$ cat src/rtl/clk_meas_pkg.sv
// clk_meas_pkg: shared FSM state type and default sizing for the clock period meter
package clk_meas_pkg;
  typedef enum logic [1:0] {
    IDLE = 2'd0,
    ARM  = 2'd1,
    MEAS = 2'd2
  } meas_state_e;
  localparam int unsigned DEF_CNT_W   = 32;
  localparam int unsigned DEF_TIMEOUT = 200_000_000;
endpackage

$ cat src/rtl/sync_edge_detect.sv
// sync_edge_detect: 2-flop synchronizer with registered rise/fall pulses
//   i_clk, i_rst_n : clock, async active-low reset
//   i_sig          : asynchronous input
//   o_level        : synchronized level, aligned with the pulses
//   o_rise, o_fall : one-cycle pulses in the first cycle o_level shows the new value
module sync_edge_detect (
  input  logic i_clk,
  input  logic i_rst_n,
  input  logic i_sig,
  output logic o_level,
  output logic o_rise,
  output logic o_fall
);
  logic [2:0] sh_q;
  logic       rise_q;
  logic       fall_q;
  always_ff @(posedge i_clk or negedge i_rst_n) begin
    if (!i_rst_n) begin
      sh_q   <= '0;
      rise_q <= 1'b0;
      fall_q <= 1'b0;
    end else begin
      sh_q   <= {sh_q[1:0], i_sig};
      rise_q <= sh_q[1] & ~sh_q[2];
      fall_q <= ~sh_q[1] & sh_q[2];
    end
  end
  assign o_level = sh_q[2];
  assign o_rise  = rise_q;
  assign o_fall  = fall_q;
endmodule

$ cat src/rtl/clk_period_meter.sv
// clk_period_meter: measures period and high time of a slow async signal in i_clk cycles
//   i_clk, i_rst_n : system clock, async active-low reset
//   i_en           : measurement enable
//   i_sig          : signal under measurement
//   o_period       : cycles between consecutive rises
//   o_high         : cycles high within that period
//   o_valid        : one-cycle pulse when o_period/o_high update
//   o_locked       : a complete measurement exists since arming
//   o_timeout      : no rise seen for TIMEOUT cycles
module clk_period_meter
  import clk_meas_pkg::*;
#(
  parameter int unsigned CNT_W   = DEF_CNT_W,
  parameter int unsigned TIMEOUT = DEF_TIMEOUT
) (
  input  logic             i_clk,
  input  logic             i_rst_n,
  input  logic             i_en,
  input  logic             i_sig,
  output logic [CNT_W-1:0] o_period,
  output logic [CNT_W-1:0] o_high,
  output logic             o_valid,
  output logic             o_locked,
  output logic             o_timeout
);
  localparam logic [CNT_W-1:0] TO_CNT = CNT_W'(TIMEOUT);
  localparam logic [CNT_W-1:0] ONE    = CNT_W'(1);
  meas_state_e      state_q, state_d;
  logic [CNT_W-1:0] cnt_q, cnt_d;
  logic [CNT_W-1:0] hcnt_q, hcnt_d;
  logic [CNT_W-1:0] hold_q, hold_d;
  logic [CNT_W-1:0] period_q, period_d;
  logic [CNT_W-1:0] high_q, high_d;
  logic             valid_q, valid_d;
  logic             locked_q, locked_d;
  logic             timeout_q, timeout_d;
  logic             lvl, rise, fall;
  logic [CNT_W-1:0] cnt_inc, hcnt_inc;
  logic             expired;
  sync_edge_detect u_sync (
    .i_clk   (i_clk),
    .i_rst_n (i_rst_n),
    .i_sig   (i_sig),
    .o_level (lvl),
    .o_rise  (rise),
    .o_fall  (fall)
  );
  // saturating increments: counters stick at all-ones instead of wrapping
  assign cnt_inc  = &cnt_q  ? cnt_q  : cnt_q + ONE;
  assign hcnt_inc = &hcnt_q ? hcnt_q : hcnt_q + ONE;
  assign expired  = cnt_q == TO_CNT;
  // a rise always takes priority over expiry in the same cycle
  always_comb begin
    state_d   = state_q;
    cnt_d     = cnt_q;
    hcnt_d    = hcnt_q;
    hold_d    = hold_q;
    period_d  = period_q;
    high_d    = high_q;
    valid_d   = 1'b0;
    locked_d  = locked_q;
    timeout_d = timeout_q;
    if (!i_en) begin
      state_d  = IDLE;
      cnt_d    = '0;
      hcnt_d   = '0;
      hold_d   = '0;
      locked_d = 1'b0;
    end else begin
      case (state_q)
        IDLE: state_d = ARM;
        ARM: begin
          if (rise) begin
            state_d = MEAS;
            cnt_d   = ONE;
            hcnt_d  = ONE;
          end else if (expired) begin
            timeout_d = 1'b1;
            locked_d  = 1'b0;
            cnt_d     = '0;
          end else begin
            cnt_d = cnt_inc;
          end
        end
        MEAS: begin
          cnt_d  = cnt_inc;
          hcnt_d = lvl ? hcnt_inc : hcnt_q;
          if (fall) hold_d = hcnt_q;
          if (rise) begin
            period_d  = cnt_q;
            high_d    = hold_q;
            valid_d   = 1'b1;
            locked_d  = 1'b1;
            timeout_d = 1'b0;
            cnt_d     = ONE;
            hcnt_d    = ONE;
          end else if (expired) begin
            state_d   = ARM;
            timeout_d = 1'b1;
            locked_d  = 1'b0;
            cnt_d     = '0;
          end
        end
        default: state_d = IDLE;
      endcase
    end
  end
  always_ff @(posedge i_clk or negedge i_rst_n) begin
    if (!i_rst_n) begin
      state_q   <= IDLE;
      cnt_q     <= '0;
      hcnt_q    <= '0;
      hold_q    <= '0;
      period_q  <= '0;
      high_q    <= '0;
      valid_q   <= 1'b0;
      locked_q  <= 1'b0;
      timeout_q <= 1'b0;
    end else begin
      state_q   <= state_d;
      cnt_q     <= cnt_d;
      hcnt_q    <= hcnt_d;
      hold_q    <= hold_d;
      period_q  <= period_d;
      high_q    <= high_d;
      valid_q   <= valid_d;
      locked_q  <= locked_d;
      timeout_q <= timeout_d;
    end
  end
  assign o_period  = period_q;
  assign o_high    = high_q;
  assign o_valid   = valid_q;
  assign o_locked  = locked_q;
  assign o_timeout = timeout_q;
endmodule
$ cat config.mk
export PLATFORM = sky130hd
export DESIGN_NAME = clk_period_meter
export DESIGN_NICKNAME = d
export VERILOG_FILES = /design/src/rtl/clk_meas_pkg.sv /design/src/rtl/sync_edge_detect.sv /design/src/rtl/clk_period_meter.sv
export SDC_FILE = /design/constraint.sdc
export NUM_CORES = 1
export LEC_CHECK = 0
export CORE_UTILIZATION = 56
export CTS_CLUSTER_DIAMETER = 50
export CTS_CLUSTER_SIZE = 28
export DETAILED_ROUTE_END_ITERATION = 8
export HOLD_SLACK_MARGIN = 0.12
export PLACE_DENSITY_LB_ADDON = 0.25
export SYNTH_ARGS = -nofsm -noshare
export SYNTH_HDL_FRONTEND = slang
export SYNTH_SLANG_ARGS = --single-unit
$ cat constraint.sdc
create_clock -name i_clk -period 4.9 [get_ports i_clk]
set_clock_uncertainty 0.2 [all_clocks]
set_input_delay 0.98 -clock i_clk [delete_from_list [all_inputs] [get_ports i_clk]]
set_output_delay 0.98 -clock i_clk [all_outputs]
set_load 0.005 [all_outputs]
* Word level (Yosys, flattened, before mapping) *
Index checks and enable logic that the tools add are counted.

storage, ports and cells
  register bits = 170
  input bits = 4
  logic and storage cells = 76

cells by class
  muxes and demuxes = 31
  eq/ne operators = 15
  add/subtract/negate cells = 2
  reduce and logical (&&, ||, !) cells = 12
  bitwise operators = 4

operators by type and width
  operator                 number
  $mux W32                 13
  $add A32 B1 Y32 const B  2
  $pmux W32 S2             1
  $reduce_and A32 Y1       2
  $eq A32 B28 Y1 const B   1
  $mux W1                  10
  $ne A3 B3 Y1 const B     3
  $reduce_and A3 Y1        3
  $mux W2                  4
  $ne A4 B3 Y1 const B     2
  $pmux W2 S3              1
  $reduce_and A2 Y1        3
  $ne A2 B1 Y1 const B     2
  $ne A2 B2 Y1 const B     2
  $ne A4 B2 Y1 const B     1
  $pmux W1 S2              2
  $reduce_and A4 Y1        1
  $ne A3 B1 Y1 const B     1
  $ne A3 B2 Y1 const B     1
  $and A1 B1 Y1            2
  $eq A2 B1 Y1 const B     1
  $eq A2 B2 Y1 const B     1
  $logic_not A2 Y1         1
  $not A1 Y1               2
  2 further kinds          2

* Depth between registers and ports, before layout *
  word-level depth = 6
  gate-level depth with buffers = 10

* Cells and area by module *
Synthesis repeated with hierarchy kept, for this count alone.

second synthesis, totals
  cell total of the unflattened synthesis = 802
  area, all modules = 8,099.0 µm²

modules (own cells, without submodules)
  module            cells each  area each (µm²)  times used
  clk_period_meter  795         7,958.9          1
  sync_edge_detect  7           140.1            1

* Worst setup path before layout *
Ideal clock, no wire load.

  path kind = input port to flip-flop
  start point = in i_en
  end point = reg hcnt_q[11]
  library setup time = 0.083 ns
  required time = 4.617 ns
  arrival time = 2.252 ns
  setup slack = 2.366 ns
  path buffers = 2
  cell stages on the path = 6
  cell sequence = buf_1 > nand3_1 > nor3_1 > buf_2 > nand4_1 > o21ai_0

on the way
  word-level cells in the longest chain between the ends = 2

ends and longest elaborated chain
  item                                            RTL line                 text
  start: declaration                              clk_period_meter.sv:18   input logic i_en,
  $ne A4 B2 Y1 (no line) (tied with other cells)  --
  $reduce_and A4 Y1 (no line)                     --
  end signal: assignment                          clk_period_meter.sv:122  hcnt_q <= hcnt_d;
  end: declaration                                clk_period_meter.sv:30   logic [CNT_W-1:0] hcnt_q, hcnt_d;

Several ways; a longest one is shown, not always the timed one.
A chain may end at the register's enable or synchronous reset.

* Worst setup path in the final report *
  start point = in i_en
  end point = reg cnt_q[15]

on the way
  word-level cells in the longest chain between the ends = 2

ends and longest elaborated chain
  item                                                    RTL line                 text
  $ne A4 B3 Y1 (no line) or $ne A2 B2 Y1 (tied branches)  --
  $reduce_and A2 Y1 (no line)                             --
  end signal: assignment                                  clk_period_meter.sv:121  cnt_q <= cnt_d;
  end: declaration                                        clk_period_meter.sv:29   logic [CNT_W-1:0] cnt_q, cnt_d;

Several ways; a longest one is shown, not always the timed one.

==> results.tsv <==
metric	value	unit
status	complete, no violations	
rows	42	
clockBufferDepth	2	
min_period_over_period	70.0	%
synth_seq_cells	170	
min_path_cells	0	
cp_cell_sequence	clkdlybuf4s50_1 -> clkinv_1 -> o22ai_2 -> o21ai_0 -> o31ai_1	
wl	17.6	mm
reg2reg_to	cnt_q[15]$_DFFE_PN0P_	
cts_root_buf	clkbuf_16	
peakVddDrop	0.256	mV
final_nets	780	
chipWidth	120	um
synth_ff_type	dfrtp_1	
core_area	13500	um2
p_per_area	346	nW/um2
drt_first_pass_iters	5	
setup_slack	1.47	ns
tightest_slew	1.26	ns
fillerInstances	1005	
antenna_found_initial	0	
cp-end-kind	flip-flop	
cts-resized-gates	0	
area_growth	18.0	%
relSlewSlack	16.2	%
die_h	120	um
holdCritPathClass	flip-flop to flip-flop	
clock_latency	0.43	ns
fin_setup_tns	0	ns
placed_cell_area	8610	um2
hold_viol	0	
rsz0062_at_grt	false	
cts_buffers	17	
cts_setup_buffers	0	
gp_congestion	0.934	
cpPeakStageDelay	0.90	ns
ios	71	
initial_core_util	58.1	%
path_class	input pin to flip-flop	
place.port_buffers	70	
r2r_cells	6	
r2r_setup_slack	1.49	ns
drive_above_1_share	14.6	%
htreeDepth	4	
clkTransAtPathRegs	0.06	ns
ys_types	57	
cts_sinks	170	
drc	0	
fin_crit	3.43	ns
critPathArrivalTime	3.55	ns
timing.rr.start	cnt_q[22]$_DFFE_PN0P_	
async_flop_share	100	%
drv_slew	0	
crit_path_max_fanout	24	
finalPower	3.19	mW
ant_nets	0	
ys_warn_count	0	
vias	6022	
final_cell_mix	170 x dfrtp_1, 70 x o21ai_0, 69 x clkdlybuf4s50_1	
critPathLaunchType	input pin	
setup_viol	0	
p_leak	4.05	nW
grt_max_degree	111	
cts_tree	done	
avgSynthCellArea	10.9	um2
grt_pass1_vias	5815	
ys_seq_area_share	54.4	%
synth_area	7820	um2
track_usage	26.2	%
required	5.02	ns
fmax	292	MHz
hold_buffers	0	
pre_cts_ws	1.12	ns
syn-num-nets	726	
grt_pass1_wl	29.6	mm
dpl.hpwl	11.6	mm
final_area	9230	um2
viasPerCell	6.29	
final_common_cell	dfrtp_1	
cap_violations	0	
routedWlPerCell	18.4	um
hold_start	u_sync.sh_q[0]$_DFF_PN0_	
drtIter0Drc	516	
synth-edff-count	0	
holdPathEnd	u_sync.sh_q[1]$_DFF_PN0_	
n_antenna_cell	0	
overflow	0	
dieArea	14400	um2
syn_inst	715	
cp_slowest_cell	o22ai_2	
-- cells in the mapped netlist (6+ instances only) --
cell,count,area share [%]
and2_1,7,0.56
buf_2,15,0.96
and4_1,10,1.1
nand4_1,23,1.8
a31oi_1,18,1.4
ha_1,7,1.1
a21oi_1,27,1.7
inv_1,15,0.72
and3_1,13,1.0
nor3_1,16,1.0
dfrtp_1,170,54
clkbuf_1,20,0.96
nand2_1,46,2.2
nand3_1,34,2.2
o21ai_1,6,0.38
o31ai_1,28,2.7
or3_1,6,0.48
a22o_1,33,3.7
mux2_2,57,8.2
o21ai_0,70,4.5
nor2_1,31,1.5
nor2b_1,8,0.64
-- critical path: cells and delay by family --
family	cells	cell delay [ns]
AOI/OAI and AO/OA	3	1.36
buffers and inverters	2	1.20
-- flip-flops by register name, summed over array words and instances (netlist names) --
register / cells
hold_q: 32
o_period: 32
hcnt_q: 32
state_q: 2
cnt_q: 32
u_sync.o_fall: 1
u_sync.o_rise: 1
o_locked: 1
u_sync.sh_q: 3
o_valid: 1
o_high: 32
o_timeout: 1
-- where the power goes --
part	internal, mW	switching, mW
Sequential	1.43	0.0291
Clock	0.840	0.534
Combinational	0.104	0.257
Total	2.37	0.821
-- area by class of cell --
type	instances	area, um2	area share (%)
Multi-Input combinational cell	486	3320	36.0
Inverter	16	60.1	0.651
Tap cell	176	220	2.39
Clock inverter	10	141	1.53
Sequential cell	170	4250	46.1
Timing Repair Buffer	78	762	8.26
Clock buffer	21	470	5.10
-- kinds of logic (layout without fill, tap and decap cells) --
logic type                 count (synthesis)  in the layout  share of synthesized area [%]
buffers and inverters                     59            125                           3.50
DFF                                      170            170                           54.4
muxes                                     58             58                           8.34
adders and majority gates                  7              7                           1.12
AOI/OAI and AO/OA                        204            204                           17.1
and+or+nand+nor                          217            217                           15.5
-- routing by layer --
metal	wire (um)	vias to the layer above	track usage, %
met5	0	-	0
met4	314	0	9.77
met3	950	33	4.95
met2	8100	226	39.4
met1	8230	2970	38.0
li1	-	2793	-
-- how the worst max path moves through the flow --
stage                                from  depth (start not counted)                      to  slack [ns]
finish                               i_en                          5   cnt_q[15]$_DFFE_PN0P_        1.47
global route        cnt_q[22]$_DFFE_PN0P_                          6   cnt_q[15]$_DFFE_PN0P_        1.30
CTS                                  i_en                          5   cnt_q[15]$_DFFE_PN0P_        1.52
detailed placement                   i_en                          7  hcnt_q[23]$_DFFE_PN0P_        1.12
global placement                     i_en                          7  hcnt_q[23]$_DFFE_PN0P_        1.24
floorplan                            i_en                          6  hcnt_q[11]$_DFFE_PN0P_        2.37
-- metrics by stage --
stage | utilization [%] | cells | hold slack, ns
4_1_cts | 68.6 | 957 | 0.178
3_5_place_dp | 64.0 | 926 | 0.159
2_1_floorplan | - | 715 | 0.131
6_report | 68.6 | 957 | 0.183
5_1_grt | 68.6 | 957 | 0.183
3_3_place_gp | 64.0 | 926 | 0.139
(Power assumes the default switching activity.)
